===== config.mk =====
export PLATFORM = sky130hd
export DESIGN_NAME = seg_scan_decoder_flat
export DESIGN_NICKNAME = d
export VERILOG_FILES = /design/src/rtl/seg_scan_decoder_if.sv /design/src/rtl/seg_scan_decoder.sv /design/src/flat_wrapper.sv
export SDC_FILE = /design/constraint.sdc
export NUM_CORES = 1
export LEC_CHECK = 0
export BUFFER_PORTS_ARGS = -buffer_cell sky130_fd_sc_hd__buf_2
export CORE_MARGIN = 5
export CORE_UTILIZATION = 57
export DETAILED_ROUTE_END_ITERATION = 16
export PLACE_DENSITY_LB_ADDON = 0.05
export REMOVE_ABC_BUFFERS = 1
export SYNTH_ARGS = -nofsm -noshare
export SYNTH_HDL_FRONTEND = slang
export SYNTH_SLANG_ARGS = --single-unit
export TNS_END_PERCENT = 50

===== constraint.sdc =====
create_clock -name clk -period 3.3 [get_ports clk]
set_clock_uncertainty 0.15 [all_clocks]
set_input_delay 0.165 -clock clk [delete_from_list [all_inputs] [get_ports clk]]
set_output_delay 0.165 -clock clk [all_outputs]
set_load 0.05 [all_outputs]

===== src/rtl/seg_scan_decoder_if.sv =====
// rtl/seg_scan_decoder_if.sv - segment bus and decoded-value bundle for seg_scan_decoder
interface seg_scan_decoder_if #(
  parameter int DIGITS = 4
);
  logic [7:0]          seg_data;
  logic [DIGITS-1:0]   seg_com;
  logic                clr;
  logic [4*DIGITS-1:0] digits;
  logic [DIGITS-1:0]   dp_flags;
  logic [DIGITS-1:0]   digit_valid;
  logic                frame_done;
  logic                err;
  logic                err_sticky;

  modport master (
    output seg_data, seg_com, clr,
    input  digits, dp_flags, digit_valid, frame_done, err, err_sticky
  );

  modport slave (
    input  seg_data, seg_com, clr,
    output digits, dp_flags, digit_valid, frame_done, err, err_sticky
  );
endinterface


===== src/rtl/seg_scan_decoder.sv =====
// rtl/seg_scan_decoder.sv - recovers per-digit binary values from a multiplexed active-low 7-segment bus
module seg_scan_decoder #(
  parameter int DIGITS        = 4,
  parameter int STABLE_CYCLES = 4
) (
  input logic               clk,
  input logic               rst_n,
  seg_scan_decoder_if.slave bus
);
  localparam int                IDX_W    = (DIGITS > 1) ? $clog2(DIGITS) : 1;
  localparam logic [7:0]        CNT_MAX  = 8'(STABLE_CYCLES);
  localparam logic [7:0]        CNT_FIRE = 8'(STABLE_CYCLES - 2);
  localparam logic [DIGITS-1:0] ALL_SEEN = {DIGITS{1'b1}};

  logic [7:0]             r_data_s1, r_data_s2, r_prev_data;
  logic [DIGITS-1:0]      r_com_s1, r_com_s2, r_prev_com;
  logic [7:0]             r_cnt;
  logic [DIGITS-1:0][3:0] r_digits;
  logic [DIGITS-1:0]      r_dp, r_valid, r_mask;
  logic                   r_frame_done, r_err, r_err_sticky;

  logic                   w_same, w_capture, w_idle, w_onehot;
  logic                   w_known, w_blank;
  logic [3:0]             w_val;
  logic [DIGITS-1:0]      w_low, w_mask_next;
  logic [IDX_W-1:0]       w_idx;

  assign w_same      = ({r_com_s2, r_data_s2} == {r_prev_com, r_prev_data});
  // Fires on the transition into STABLE_CYCLES-1, so each stable pattern is captured once.
  assign w_capture   = w_same && (r_cnt == CNT_FIRE);
  assign w_low       = ~r_com_s2;
  assign w_idle      = (w_low == '0);
  assign w_onehot    = !w_idle && ((w_low & (w_low - DIGITS'(1))) == '0);
  assign w_blank     = (r_data_s2[7:1] == 7'b1111111);
  assign w_mask_next = r_mask | (DIGITS'(1) << w_idx);

  always_ff @(posedge clk or negedge rst_n) begin
    if (!rst_n) begin
      r_data_s1   <= '1;
      r_data_s2   <= '1;
      r_com_s1    <= '1;
      r_com_s2    <= '1;
      r_prev_data <= '1;
      r_prev_com  <= '1;
      r_cnt       <= '0;
    end else begin
      r_data_s1   <= bus.seg_data;
      r_data_s2   <= r_data_s1;
      r_com_s1    <= bus.seg_com;
      r_com_s2    <= r_com_s1;
      r_prev_data <= r_data_s2;
      r_prev_com  <= r_com_s2;
      if (!w_same) begin
        r_cnt <= '0;
      end else if (r_cnt != CNT_MAX) begin
        r_cnt <= r_cnt + 8'd1;
      end
    end
  end

  always_comb begin
    w_idx = '0;
    for (int i = 0; i < DIGITS; i++) begin
      if (w_low[i]) w_idx = IDX_W'(i);
    end
  end

  always_comb begin
    w_val   = 4'd0;
    w_known = 1'b1;
    case (r_data_s2[7:1])
      7'b0000001: w_val = 4'd0;
      7'b1001111: w_val = 4'd1;
      7'b0010010: w_val = 4'd2;
      7'b0000110: w_val = 4'd3;
      7'b1001100: w_val = 4'd4;
      7'b0100100: w_val = 4'd5;
      7'b0100000: w_val = 4'd6;
      7'b0001101: w_val = 4'd7;
      7'b0000000: w_val = 4'd8;
      7'b0000100: w_val = 4'd9;
      default:    w_known = 1'b0;
    endcase
  end

  always_ff @(posedge clk or negedge rst_n) begin
    if (!rst_n) begin
      r_digits     <= '0;
      r_dp         <= '0;
      r_valid      <= '0;
      r_mask       <= '0;
      r_frame_done <= 1'b0;
      r_err        <= 1'b0;
      r_err_sticky <= 1'b0;
    end else begin
      r_frame_done <= 1'b0;
      r_err        <= 1'b0;
      if (bus.clr) begin
        r_digits     <= '0;
        r_dp         <= '0;
        r_valid      <= '0;
        r_mask       <= '0;
        r_err_sticky <= 1'b0;
      end else if (w_capture && !w_idle) begin
        if (!w_onehot) begin
          r_err        <= 1'b1;
          r_err_sticky <= 1'b1;
        end else begin
          if (w_known) begin
            r_digits[w_idx] <= w_val;
            r_valid[w_idx]  <= 1'b1;
            r_dp[w_idx]     <= ~r_data_s2[0];
          end else begin
            r_valid[w_idx] <= 1'b0;
            if (w_blank) begin
              r_dp[w_idx] <= ~r_data_s2[0];
            end else begin
              r_err        <= 1'b1;
              r_err_sticky <= 1'b1;
            end
          end
          // Completing the mask starts the next frame in the same update.
          if (w_mask_next == ALL_SEEN) begin
            r_frame_done <= 1'b1;
            r_mask       <= '0;
          end else begin
            r_mask <= w_mask_next;
          end
        end
      end
    end
  end

  assign bus.digits      = r_digits;
  assign bus.dp_flags    = r_dp;
  assign bus.digit_valid = r_valid;
  assign bus.frame_done  = r_frame_done;
  assign bus.err         = r_err;
  assign bus.err_sticky  = r_err_sticky;
endmodule

===== src/flat_wrapper.sv =====
// flat-port wrapper written by rule: the top's interface ports become plain ports
module seg_scan_decoder_flat 
#(
  parameter int DIGITS        = 4,
  parameter int STABLE_CYCLES = 4
)
  (clk, rst_n, bus_seg_data, bus_seg_com, bus_clr, bus_digits, bus_dp_flags, bus_digit_valid, bus_frame_done, bus_err, bus_err_sticky);
  seg_scan_decoder_if #(.DIGITS(DIGITS)) bus_i ();
  input logic clk;
  input logic rst_n;
  input wire logic [$bits(bus_i.seg_data)-1:0] bus_seg_data;
  input wire logic [$bits(bus_i.seg_com)-1:0] bus_seg_com;
  input wire logic [$bits(bus_i.clr)-1:0] bus_clr;
  output wire logic [$bits(bus_i.digits)-1:0] bus_digits;
  output wire logic [$bits(bus_i.dp_flags)-1:0] bus_dp_flags;
  output wire logic [$bits(bus_i.digit_valid)-1:0] bus_digit_valid;
  output wire logic [$bits(bus_i.frame_done)-1:0] bus_frame_done;
  output wire logic [$bits(bus_i.err)-1:0] bus_err;
  output wire logic [$bits(bus_i.err_sticky)-1:0] bus_err_sticky;
  assign bus_i.seg_data = bus_seg_data;
  assign bus_i.seg_com = bus_seg_com;
  assign bus_i.clr = bus_clr;
  assign bus_digits = bus_i.digits;
  assign bus_dp_flags = bus_i.dp_flags;
  assign bus_digit_valid = bus_i.digit_valid;
  assign bus_frame_done = bus_i.frame_done;
  assign bus_err = bus_i.err;
  assign bus_err_sticky = bus_i.err_sticky;
  seg_scan_decoder #(.DIGITS(DIGITS), .STABLE_CYCLES(STABLE_CYCLES)) u_core (.clk(clk), .rst_n(rst_n), .bus(bus_i));
endmodule

Yosys cells after proc, flatten, opt, wreduce, memory -nomap -nowiden
Cells that the tools add are included.
- register bits: 75
- mux-type cells: 44
- magnitude comparators: 2
- shift-type cells: 1
- add/subtract/negate cells: 2
- bitwise operators: 7
- equality and inequality tests: 17
- reductions and logical operators: 17
- operators by type and width (kind ; count):
    16-bit two-way mux ; 4
    4-bit two-way mux ; 14
    4-bit one-hot mux with 9 select lines ; 1
    7-bit == test, second input constant ; 3
    1-bit two-way mux ; 17
    16-bit bitwise mux ; 1
    8-bit two-way mux ; 2
    7-bit by 3-bit == test with 1-bit output, second input constant ; 2
    7-bit by 6-bit == test with 1-bit output, second input constant ; 2
    12-bit == test ; 1
    10-bit OR reduction ; 1
    3-bit AND reduction ; 3
    8-bit by 1-bit adder with 8-bit output, second input constant ; 1
    4-bit AND ; 2
    4-bit demux with 2-bit select ; 1
    8-bit by 2-bit == test with 1-bit output, second input constant ; 1
    4-bit logical NOT ; 2
    8-bit by 3-bit != test with 1-bit output, second input constant ; 1
    4-bit inverter ; 2
    4-bit bitwise OR ; 2
    7-bit by 1-bit == test with 1-bit output, second input constant ; 1
    7-bit by 4-bit == test with 1-bit output, second input constant ; 1
    7-bit by 5-bit == test with 1-bit output, second input constant ; 1
    7-bit logical NOT ; 1
    other kinds (16) ; 23

Longest topological paths before layout
Gate-level depths: netlist of the first run.
- depth in word-level cells: 14
- mapped depth: 7
- gate-level depth less buffers: 7

Worst setup path before layout of the first run
OpenSTA, ideal clock, no wires.
- kind: flip-flop to flip-flop
- from: reg u_core.r_cnt[4]
- to: reg u_core.r_mask[3]
- data arrival time: 2.345 ns
- cell stages (with the launch flop): 6
- setup slack: 0.686 ns
- library setup time: 0.119 ns
- buffers on the path: 0
- cell sequence: dfrtp_1 or4_4 or4b_4 or4_4 o31a_1 nor2b_1
- cells in the longest elaborated chain, start to end: 5
- RTL lines (item ; RTL line ; RTL):
    start, declared ; seg_scan_decoder.sv:17 ; logic [7:0] r_cnt;
    start signal, assigned ; seg_scan_decoder.sv:56 ; r_cnt <= r_cnt + 8'd1;
    8-bit by 2-bit == test with 1-bit output ; seg_scan_decoder.sv:30 ; assign w_capture = w_same && (r_cnt == CNT_FIRE);
    1-bit logical AND ; seg_scan_decoder.sv:30 ;
    1-bit logical AND ; seg_scan_decoder.sv:104 ; end else if (w_capture && !w_idle) begin
    2-bit nonzero test (no source line) ; -- ;
    2-bit AND reduction (no source line) ; -- ;
    end signal, assigned ; seg_scan_decoder.sv:127 ; r_mask <= w_mask_next;
    end, declared ; seg_scan_decoder.sv:19 ; logic [DIGITS-1:0] r_dp, r_valid, r_mask;
Every way passes these cells.
A chain may end at the register's enable or synchronous reset.

Final worst setup path of the first run
- from: reg u_core.r_cnt[4]
- to: reg u_core.r_digits, in the netlist u_core.bus.digits[10]
- cells in the longest elaborated chain, start to end: 5
- RTL lines (item ; RTL line ; RTL):
    8-bit by 2-bit == test with 1-bit output ; seg_scan_decoder.sv:30 ;
    1-bit logical AND ; seg_scan_decoder.sv:30 ;
    1-bit logical AND ; seg_scan_decoder.sv:104 ;
    2-bit nonzero test (no source line) ; -- ;
    3-bit AND reduction (no source line) ; -- ;
    end signal, assigned by index ; seg_scan_decoder.sv:110 ; r_digits[w_idx] <= w_val;
    end, declared ; seg_scan_decoder.sv:18 ; logic [DIGITS-1:0][3:0] r_digits;
Every way passes these cells.

==> impl_metrics.py, run 1 <==
metrics = {
    "placed_design": {
        "port_buffers": 41,
        "hpwl_um": 4350,
        "finalWeightedCongestion": 0.793,
    },
    "clock_network": {
        "clk_pin_slew_worst_paths_ns": 0.08,
        "cts_made_buffers": 9,
        "post_cts_resized": 0,
        "cts_buffer_depth": 2,
        "cts_sinks": 75,
        "htree_levels": 3,
        "clock-root-buffer": "clkbuf_8",
        "cts_tree": "done",
        "clock_latency_ns": 0.34,
    },
    "critical_path": {
        "start_kind": "register",
        "cp.depth": 6,
        "cp_slowest_stage_delay_ns": 0.55,
        "path_cells": "or4_4 -> or4b_4 -> nor4_2 -> buf_4 -> o311ai_1 -> mux2_2",
        "critPathKind": "register to register",
        "reg2reg_depth": 6,
        "cp_top_family": "simple AND/OR/NAND/NOR gates",
        "crit_arrival_ns": 2.81,
        "cp-end-kind": "register",
        "required_ns": 3.38,
        "cp_max_fo": 11,
        "cp_num_buf_inv": 1,
        "cp_slowest_cell": "or4_4",
    },
    "timing": {
        "fmax_ghz": 0.365,
        "tightest_slew_ns": 0.918,
        "finalCritPeriodShare_pct": 82.9,
        "maxSlewViolCount": 0,
        "rsz0062_at_grt": "no",
        "maxSlewHeadroom_pct": 37.9,
        "fin_tns_setup_ns": 0,
        "fin_crit_ns": 2.74,
        "hold_violations": 0,
        "setup_violations": 0,
    },
    "power": {
        "power_w": 0.00170,
        "p_per_area_nw_per_um2": 443,
        "p_comb_share_pct": 5.3,
        "power.leakage_nw": 1.76,
        "swShare_pct": 24.0,
        "p_seq_share_pct": 58.0,
        "ir_drop_v": 0.000402,
        "p_int_w": 0.00129,
        "switching_power_w": 0.000408,
        "clockPowerShare_pct": 36.7,
    },
    "grt": {
        "grt_max_degree": 76,
        "use_met1_pct": 27.2,
        "grt_use_total_pct": 19.5,
        "antenna_found_initial": 0,
        "met2_usage_pct": 29.3,
        "top_usage_layer": "met2",
        "grt_first_pass_wirelength_um": 11100,
        "grt_pass1_vias": 2269,
        "met3_usage_pct": 5.00,
        "gr-total-overflow": 0,
    },
    "synthesis": {
        "seq_area_frac_synth_pct": 58.9,
        "ys_types": 50,
        "yosys_warnings": 0,
        "ys_ff_latch": 75,
        "synthCells": 279,
        "async_reset_ff_share_pct": 100,
        "synth_edf_count": 0,
        "synth.avg_cell_area_um2": 11.7,
        "syn_area_um2": 3270,
        "synth_ff_type": "dfrtp_1",
    },
    "worst_hold_path": {
        "holdPathStages": 2,
        "worst_hold_path_type": "input pin to register",
    },
    "die": {
        "ios": 42,
        "die_w_um": 85.7,
        "rows": 27,
        "fp.dieH_um": 85.7,
        "core_area_um2": 5540,
        "dieArea_um2": 7340,
        "start_util_pct": 58.9,
    },
    "routing": {
        "dr.pass1.iters": 5,
        "drc": 0,
        "wire_per_inst_um": 15.6,
        "vias": 2264,
        "wl_um": 6400,
        "routed_via_density": 5.52,
        "antenna_left": 0,
        "drt-initial-drc-count": 110,
    },
    "run": {
        "cap_violations": 0,
    },
    "finish": {
        "area.growth.synth_to_final_pct": 17.5,
        "final_layout_size_suffix_gt1_share_pct": 32.2,
        "finalNetCount": 351,
        "antenna_cells": 0,
        "final_cell_mix": "buf_2, dfrtp_1, dfstp_2",
        "final_core_util_pct": 69.3,
        "final_common_cell": "buf_2",
    },
    "outcome": {
        "status": "completed",
    },
}
-- path summary, 6_finish.rpt --
| path | from | to | slack (ns) |
|---|---|---|---|
| max | u_core.r_cnt[4] | u_core.bus.digits[10] | 0.56 |
| min | bus_clr | u_core.bus.digit_valid[3] | 0.03 |
| max reg2reg | u_core.r_cnt[4] | u_core.bus.digits[10] | 0.56 |
| min reg2reg | u_core.r_data_s1[1] | u_core.r_data_s2[1] | 0.21 |
| max in group asynchronous | rst_n | u_core.bus.digit_valid[3] | 2.01 |
| min in group asynchronous | rst_n | u_core.r_cnt[2] | 0.41 |
-- repair_timing --
item	CTS	global route
setup buffers	0	0
hold buffers	13	0
hold endpoints to repair	51	0
-- power groups by stage --
| stage | Clock [W] | Sequential, W | Combinational, W |
|---|---|---|---|
| 6_report | 0.000625 | 0.000987 | 0.0000899 |
| 5_1_grt | 0.000691 | 0.000992 | 0.000102 |
| 4_1_cts | 0.000638 | 0.000987 | 0.0000909 |
| 3_5_place_dp | 0 | 0.00100 | 0.0000791 |
| 3_3_place_gp | 0 | 0.00100 | 0.0000775 |
| 2_1_floorplan | 0 | 0.000995 | 0.0000421 |
-- layout make-up --
class,count,area (um2)
sequential,75,1920
fill,431,1700
multi-input combinational,184,1260
timing repair buffer,58,365
clock buffer,10,138
tap,72,90.1
clock inverter,6,38.8
inverter,5,18.8
-- stage by stage --
stage	hold WS, ns	area, um2	std cells	setup slack [ns]
2_1_floorplan	-0.281	3210	264	0.333
3_3_place_gp	0.119	3530	381	0.624
3_5_place_dp	0.121	3530	381	0.578
4_1_cts	0.00847	3840	410	0.564
5_1_grt	0.0486	3840	410	0.484
6_report	0.0302	3840	410	0.564
-- worst reg2reg max path: stages, from the launching register on --
cell      delay (ns)
dfrtp_1         0.42
or4_4           0.55
or4b_4          0.53
nor4_2          0.15
buf_4           0.21
o311ai_1        0.27
mux2_2          0.36
-- cell families after synthesis --
| kind of cell | count (synthesis) | synth area share, % |
|---|---|---|
| and+or+nand+nor | 96 | 16.5 |
| DFF | 75 | 58.9 |
| xor gates and xnor gates | 21 | 5.63 |
| buffers and inverters | 20 | 2.41 |
| muxes | 18 | 5.56 |
| adders and majority gates | 3 | 1.15 |
| AOI/OAI and AO/OA | 46 | 9.92 |
-- state kept, by name (all words and copies together) (netlist names) --
signal,flops
u_core.bus.digits,16
u_core.r_cnt,8
u_core.r_data_s1,8
u_core.r_data_s2,8
u_core.r_prev_data,8
u_core.bus.digit_valid,4
u_core.bus.dp_flags,4
u_core.r_com_s1,4
u_core.r_com_s2,4
u_core.r_mask,4
u_core.r_prev_com,4
u_core.bus.err,1
u_core.bus.err_sticky,1
u_core.bus.frame_done,1
-- Yosys cell counts (5+ instances only) --
library cell	n	area [um2]
dfrtp_1	39	976
dfstp_2	36	946
nand2_1	26	97.6
mux2i_1	17	170
xnor2_1	16	140
nor2_1	15	56.3
clkbuf_1	12	45.0
a21oi_1	11	55.1
nand3_1	9	45.0
nor2b_1	7	43.8
o21ai_0	7	35.0
inv_1	5	18.8
nor3_1	5	25.0
o211ai_1	5	37.5
xor2_1	5	43.8
-- layer usage --
| layer | share of wire, % | routed length, um |
|---|---|---|
| met2 | 46 | 2970 |
| met5 | 0 | 0 |
| met3 | 3.5 | 227 |
| met1 | 49 | 3130 |
| met4 | 1.2 | 78 |
Note: power is estimated with default switching activity, not from simulation.
==> inputs of run 2 (changes only) <==
--- a/config.mk
+++ b/config.mk
@@ -5,9 +5,10 @@
 export SDC_FILE = /design/constraint.sdc
 export NUM_CORES = 1
 export LEC_CHECK = 0
+export ABC_AREA = 1
 export BUFFER_PORTS_ARGS = -buffer_cell sky130_fd_sc_hd__buf_2
 export CORE_MARGIN = 5
-export CORE_UTILIZATION = 57
+export CORE_UTILIZATION = 52
 export DETAILED_ROUTE_END_ITERATION = 16
 export PLACE_DENSITY_LB_ADDON = 0.05
 export REMOVE_ABC_BUFFERS = 1
==> constraint.sdc (replaced) <==
create_clock -name clk -period 2.2 [get_ports clk]
set_clock_uncertainty 0.15 [all_clocks]
set_input_delay 0.11 -clock clk [delete_from_list [all_inputs] [get_ports clk]]
set_output_delay 0.11 -clock clk [all_outputs]
set_load 0.05 [all_outputs]
==> impl_metrics.py, run 2 <==
metrics = {
    "placed_design": {
        "finalWeightedCongestion": 0.939,
        "port_buffers": 41,
        "hpwl_um": 4960,
    },
    "synthesis": {
        "synthCells": 395,
        "yosys.area.top_type": "dfrtp_1",
        "synth_common_cells": "nand2_1, inv_1, nor2_1",
        "synth_ff_type": "dfrtp_1",
        "yosysMostFrequentCell": "nand2_1",
        "synth_top_area_share_pct": 28.8,
        "synth.avg_cell_area_um2": 8.59,
        "ys_ff_latch": 75,
        "seq_area_frac_synth_pct": 56.6,
        "yosys_warnings": 0,
        "ys_top_cells_by_area": "dfrtp_1, dfstp_2, nand2_1, inv_1, nor2_1",
        "syn_area_um2": 3390,
        "synth_edf_count": 0,
        "ys_types": 29,
        "async_reset_ff_share_pct": 100,
    },
    "finish": {
        "final_layout_size_suffix_gt1_share_pct": 25.1,
        "area.growth.synth_to_final_pct": 19.4,
        "final_core_util_pct": 63.8,
        "multiInputGateArea_um2": 1240,
        "antenna_cells": 0,
        "finalNetCount": 480,
        "final_cell_mix": "nand2_1, inv_1, nor2_1",
        "n_fill_cell": 547,
        "largest_reg_flops": 16,
        "seqCellArea_um2": 1920,
        "final_common_cell": "nand2_1",
    },
    "grt": {
        "grt_pass1_vias": 2617,
        "gr-total-overflow": 0,
        "grt_max_degree": 76,
        "grt_first_pass_wirelength_um": 12200,
        "grt_use_total_pct": 18.2,
        "antenna_found_initial": 0,
    },
    "critical_path": {
        "critPathMostFrequentCell": "nand2_1",
        "required_ns": 2.34,
        "critPathKind": "register to register",
        "cp_slowest_cell": "dfstp_2",
        "cp_num_buf_inv": 3,
        "start_kind": "register",
        "path_cells": "inv_2 -> nand2_1 -> nand2_1 -> nor2_1 -> nand2_1 -> nor2_2 -> nand4_4 -> nor2_4 -> buf_12 -> inv_1 -> o21ai_1",
        "cp_max_fo": 13,
        "cp_top_family": "simple AND/OR/NAND/NOR gates",
        "cp_slowest_stage_delay_ns": 0.60,
        "cp-end-kind": "register",
        "crit_arrival_ns": 2.15,
    },
    "timing": {
        "finalCritPeriodShare_pct": 91.5,
        "hold_violations": 0,
        "fin_crit_ns": 2.01,
        "maxSlewHeadroom_pct": 69.9,
        "fmax_ghz": 0.497,
        "maxSlewViolCount": 0,
        "whs_ns": 0.0603,
        "setup_violations": 0,
        "rsz0062_at_grt": "no",
        "fin_tns_setup_ns": 0,
        "tightest_slew_ns": 0.448,
    },
    "routing": {
        "drt-initial-drc-count": 151,
        "routed_via_density": 5.03,
        "wire_per_inst_um": 12.7,
        "drc": 0,
        "dr.max_layer_used": "met4",
        "antenna_left": 0,
        "wl_um": 6890,
        "dr.pass1.iters": 4,
        "dr_wl_met2_um": 3290,
        "wl_met1_um": 3070,
        "vias": 2735,
        "route.met3.wl_um": 449,
    },
    "clock_network": {
        "cts_made_buffers": 9,
        "htree_levels": 3,
        "clk_pin_slew_worst_paths_ns": 0.09,
        "cts_sinks": 75,
        "cts_tree": "done",
        "clock-root-buffer": "clkbuf_8",
        "clock_latency_ns": 0.35,
        "cts_buffer_depth": 2,
    },
    "run": {
        "cap_violations": 0,
    },
    "die": {
        "dieArea_um2": 8240,
        "fp.dieH_um": 90.8,
        "ios": 42,
        "core_area_um2": 6350,
        "die_w_um": 90.8,
        "rows": 29,
        "start_util_pct": 53.4,
    },
    "outcome": {
        "status": "completed",
    },
    "power": {
        "switching_power_w": 0.000768,
        "p_seq_share_pct": 54.0,
        "power.leakage_nw": 2.14,
        "clockPowerShare_pct": 36.7,
        "p_per_area_nw_per_um2": 676,
        "p_comb_share_pct": 9.3,
        "p_int_w": 0.00197,
        "ir_drop_v": 0.000627,
        "swShare_pct": 28.0,
    },
    "worst_hold_path": {
        "worst_hold_path_type": "input pin to register",
    },
}
[run 2: cell count changes after synthesis, moves of 5 or more]
cell and delta:
nand2_1 +93, inv_1 +40, nor2_1 +29, nand3_1 +18, mux2i_1 -17, nand4_1 +17
xnor2_1 -12, clkbuf_1 -11, o21ai_1 +8, inv_2 +7, nor2b_1 -7, o211ai_1 -5
xor2_1 -5
[run 2: power by group through the flow]
stage	clock (W)	combinational (W)	sequential (W)
final	0.00100	0.000254	0.00148
after global routing	0.00110	0.000289	0.00149
after CTS	0.00104	0.000253	0.00148
after detailed placement	0	0.000235	0.00151
after global placement	0	0.000233	0.00150
after floorplan	0	0.000115	0.00153
[run 2: cells by family after synthesis]
kind of cell | synth area share, %
AOI/OAI and AO/OA | 4.90
xor gates and xnor gates | 1.03
adders and majority gates | 1.11
buffers and inverters | 7.08
DFF | 56.6
and+or+nand+nor | 29.2
[run 2: repair_timing]
action,4_1_cts,5_1_grt
hold buffers,13,0
setup buffers,0,2
gates resized for setup,0,2
hold endpoints to repair,87,0
setup endpoints to repair,0,15
[run 2: final timing paths]
path | slack [ns] | startpoint | end | cells past startpoint
worst max-delay path | 0.19 | u_core.r_data_s2[4] | u_core.r_mask[3] | 11
worst max register to register | 0.19 | u_core.r_data_s2[4] | u_core.r_mask[3] | 11
worst min-delay path | 0.06 | bus_clr | u_core.bus.digit_valid[1] | 4
max in group asynchronous | 1.41 | rst_n | u_core.r_data_s2[0] | 3
worst min register to register | 0.21 | u_core.r_data_s1[2] | u_core.r_data_s2[2] | 0
min in group asynchronous | 0.17 | rst_n | u_core.bus.err | 3
[run 2: cell type report]
cell class	instances	area share, %
well taps	77	2.38
clock inverters	7	1.61
flip-flops and latches	75	47.4
multi-input cells	263	30.6
clock buffers	9	3.06
inverters	52	4.82
repair buffers	61	10.1
[run 2: routing by layer]
layer  GRT usage, %  up-vias
met3           5.42       10
li1               -     1394
met2           28.9       70
met4           5.13        0
met1           24.2     1261
met5              0        -
[run 2: worst min-delay path, stage by stage]
cell and delay, ns:
buf_2 0.18, nor2_1 0.09, nor2_1 0.11, nor2_1 0.05
[run 2: metrics by stage]
stage / setup slack, ns / instances / total power [W] / instance area [um2]
final: 0.187 / 544 / 0.00274 / 4050
after global routing: 0.00150 / 544 / 0.00288 / 4050
after CTS: 0.114 / 542 / 0.00277 / 4020
after detailed placement: 0.128 / 513 / 0.00174 / 3700
after global placement: 0.146 / 513 / 0.00174 / 3700
after floorplan: 0.349 / 390 / 0.00164 / 3350
==> inputs of run 3 (changes only) <==
--- a/config.mk
+++ b/config.mk
@@ -8,7 +8,7 @@
 export ABC_AREA = 1
 export BUFFER_PORTS_ARGS = -buffer_cell sky130_fd_sc_hd__buf_2
 export CORE_MARGIN = 5
-export CORE_UTILIZATION = 52
+export CORE_UTILIZATION = 62
 export DETAILED_ROUTE_END_ITERATION = 16
 export PLACE_DENSITY_LB_ADDON = 0.05
 export REMOVE_ABC_BUFFERS = 1
==> constraint.sdc (replaced) <==
create_clock -name clk -period 2.5 [get_ports clk]
set_clock_uncertainty 0.15 [all_clocks]
set_input_delay 0.125 -clock clk [delete_from_list [all_inputs] [get_ports clk]]
set_output_delay 0.125 -clock clk [all_outputs]
set_load 0.05 [all_outputs]
==> impl_metrics.py, run 3 (synthesized netlist as in run 2, its figures left out) <==
metrics = {
    "grt": {
        "grt_pass1_vias": 2739,
        "antenna_found_initial": 0,
        "grt_max_degree": 76,
        "grt_use_total_pct": 22.3,
        "gr-total-overflow": 0,
        "grt_first_pass_wirelength_um": 12600,
    },
    "timing": {
        "fin_crit_ns": 2.20,
        "fmax_ghz": 0.454,
        "finalCritPeriodShare_pct": 88.1,
        "fin_tns_setup_ns": 0,
        "maxSlewHeadroom_pct": 60.6,
        "tightest_slew_ns": 0.589,
        "setup_violations": 0,
        "rsz0062_at_grt": "no",
        "hold_violations": 0,
        "maxSlewViolCount": 0,
    },
    "critical_path": {
        "rr_endpoint": "u_core.r_mask[3]",
        "ff2ff_setup_slack_ns": 0.30,
        "crit_arrival_ns": 2.31,
        "required_ns": 2.61,
        "startpoint": "u_core.r_data_s2[3]",
        "cp_slowest_stage_delay_ns": 0.62,
        "start_kind": "register",
        "worstReg2RegStart": "u_core.r_data_s2[3]",
        "worstSetupEndpoint": "u_core.r_mask[3]",
        "critPathMostFrequentCell": "nand2_1",
        "critPathKind": "register to register",
        "cp_slowest_cell": "dfstp_2",
        "reg2reg_depth": 10,
        "path_cells": "inv_2 -> nand2_1 -> nand2_1 -> nor2_1 -> nand2_1 -> nor2_2 -> nand4_4 -> nor2_4 -> inv_1 -> o21ai_1",
        "cp_max_fo": 13,
        "cp-end-kind": "register",
    },
    "clock_network": {
        "clock-root-buffer": "clkbuf_8",
        "clock_latency_ns": 0.35,
        "htree_levels": 3,
        "cts_tree": "done",
        "post_cts_buffers": 0,
        "clk_pin_slew_worst_paths_ns": 0.08,
        "cts_buffer_depth": 2,
        "cts_sinks": 75,
        "cts_made_buffers": 9,
    },
    "die": {
        "ios": 42,
        "dieArea_um2": 7050,
        "fp.dieH_um": 84.0,
        "start_util_pct": 62.8,
        "rows": 27,
        "core_area_um2": 5410,
        "die_w_um": 84.0,
    },
    "routing": {
        "drc": 0,
        "drt-initial-drc-count": 171,
        "wl_um": 7050,
        "wire_per_inst_um": 13.2,
        "dr.pass1.iters": 4,
        "routed_via_density": 5.15,
        "vias": 2757,
        "antenna_left": 0,
    },
    "finish": {
        "final_core_util_pct": 74.7,
        "antenna_cells": 0,
        "largest_reg_flops": 16,
        "multiInputGateArea_um2": 1230,
        "area.growth.synth_to_final_pct": 18.9,
        "final_cell_mix": "nand2_1, inv_1, nor2_1",
        "n_fill_cell": 393,
        "stdcell_count": 535,
        "final_layout_size_suffix_gt1_share_pct": 24.2,
        "seqCellArea_um2": 1920,
        "finalNetCount": 476,
        "finalInstanceArea_um2": 4040,
        "final_common_cell": "nand2_1",
    },
    "placed_design": {
        "finalWeightedCongestion": 0.913,
        "post-place-cells": 506,
        "dpl_cell_area_um2": 3680,
        "port_buffers": 41,
        "hpwl_um": 4730,
    },
    "power": {
        "power_w": 0.00254,
        "power.leakage_nw": 2.14,
        "p_per_area_nw_per_um2": 629,
        "ir_drop_v": 0.000585,
    },
    "worst_hold_path": {
        "worst_hold_path_type": "input pin to register",
        "hp-start": "bus_clr",
    },
    "outcome": {
        "status": "completed",
    },
    "run": {
        "cap_violations": 0,
    },
}
run 3: how the worst min path moves through the flow:
stage                                      endpoint  slack, ns  depth (start not counted)
after floorplan           u_core.bus.digit_valid[0]      -0.32                          0
after global placement               u_core.bus.err       0.03                          2
after detailed placement            u_core.r_cnt[6]       0.03                          2
after CTS                    u_core.bus.dp_flags[1]       0.04                          4
after global routing         u_core.bus.dp_flags[2]       0.07                          4
final                        u_core.bus.dp_flags[1]       0.05                          4
run 3: layout make-up:
class	instances	share of cell area (%)
well taps	72	2.23
flip-flops and latches	75	47.6
multi-input cells	263	30.5
clock buffers	11	4.03
inverters	52	4.84
repair buffers	57	9.18
clock inverters	5	1.58
run 3: routing by layer:
metal	part of all wire [%]	global-route usage, %
met3	5.2	6.22
met4	2.0	8.48
met2	48	36.0
met1	44	28.7
met5	0	0
run 3: power by group:
part           switching, W  internal, W
clock              0.000458     0.000559
sequential        0.0000291      0.00127
combinational      0.000149    0.0000693
total              0.000636      0.00190
run 3: what timing repair did:
item,CTS,global route
resized for setup,0,0
endpoints found under the hold margin,87,0
hold buffers,13,0
run 3: metrics by stage:
stage | setup slack (ns) | hold slack, ns
detailed placement | 0.362 | 0.0332
CTS | 0.361 | 0.0387
global route | 0.124 | 0.0653
finish | 0.298 | 0.0523
floorplan | 0.649 | -0.321
global placement | 0.387 | 0.0311
run 3: critical path: cells and delay by family, from the launching register on:
kind / cells / cell delay [ns]
AND/OR/NAND/NOR: 7 / 0.93
flip-flops: 1 / 0.62
buffers and inverters: 2 / 0.22
AO/OA/AOI/OAI: 1 / 0.20
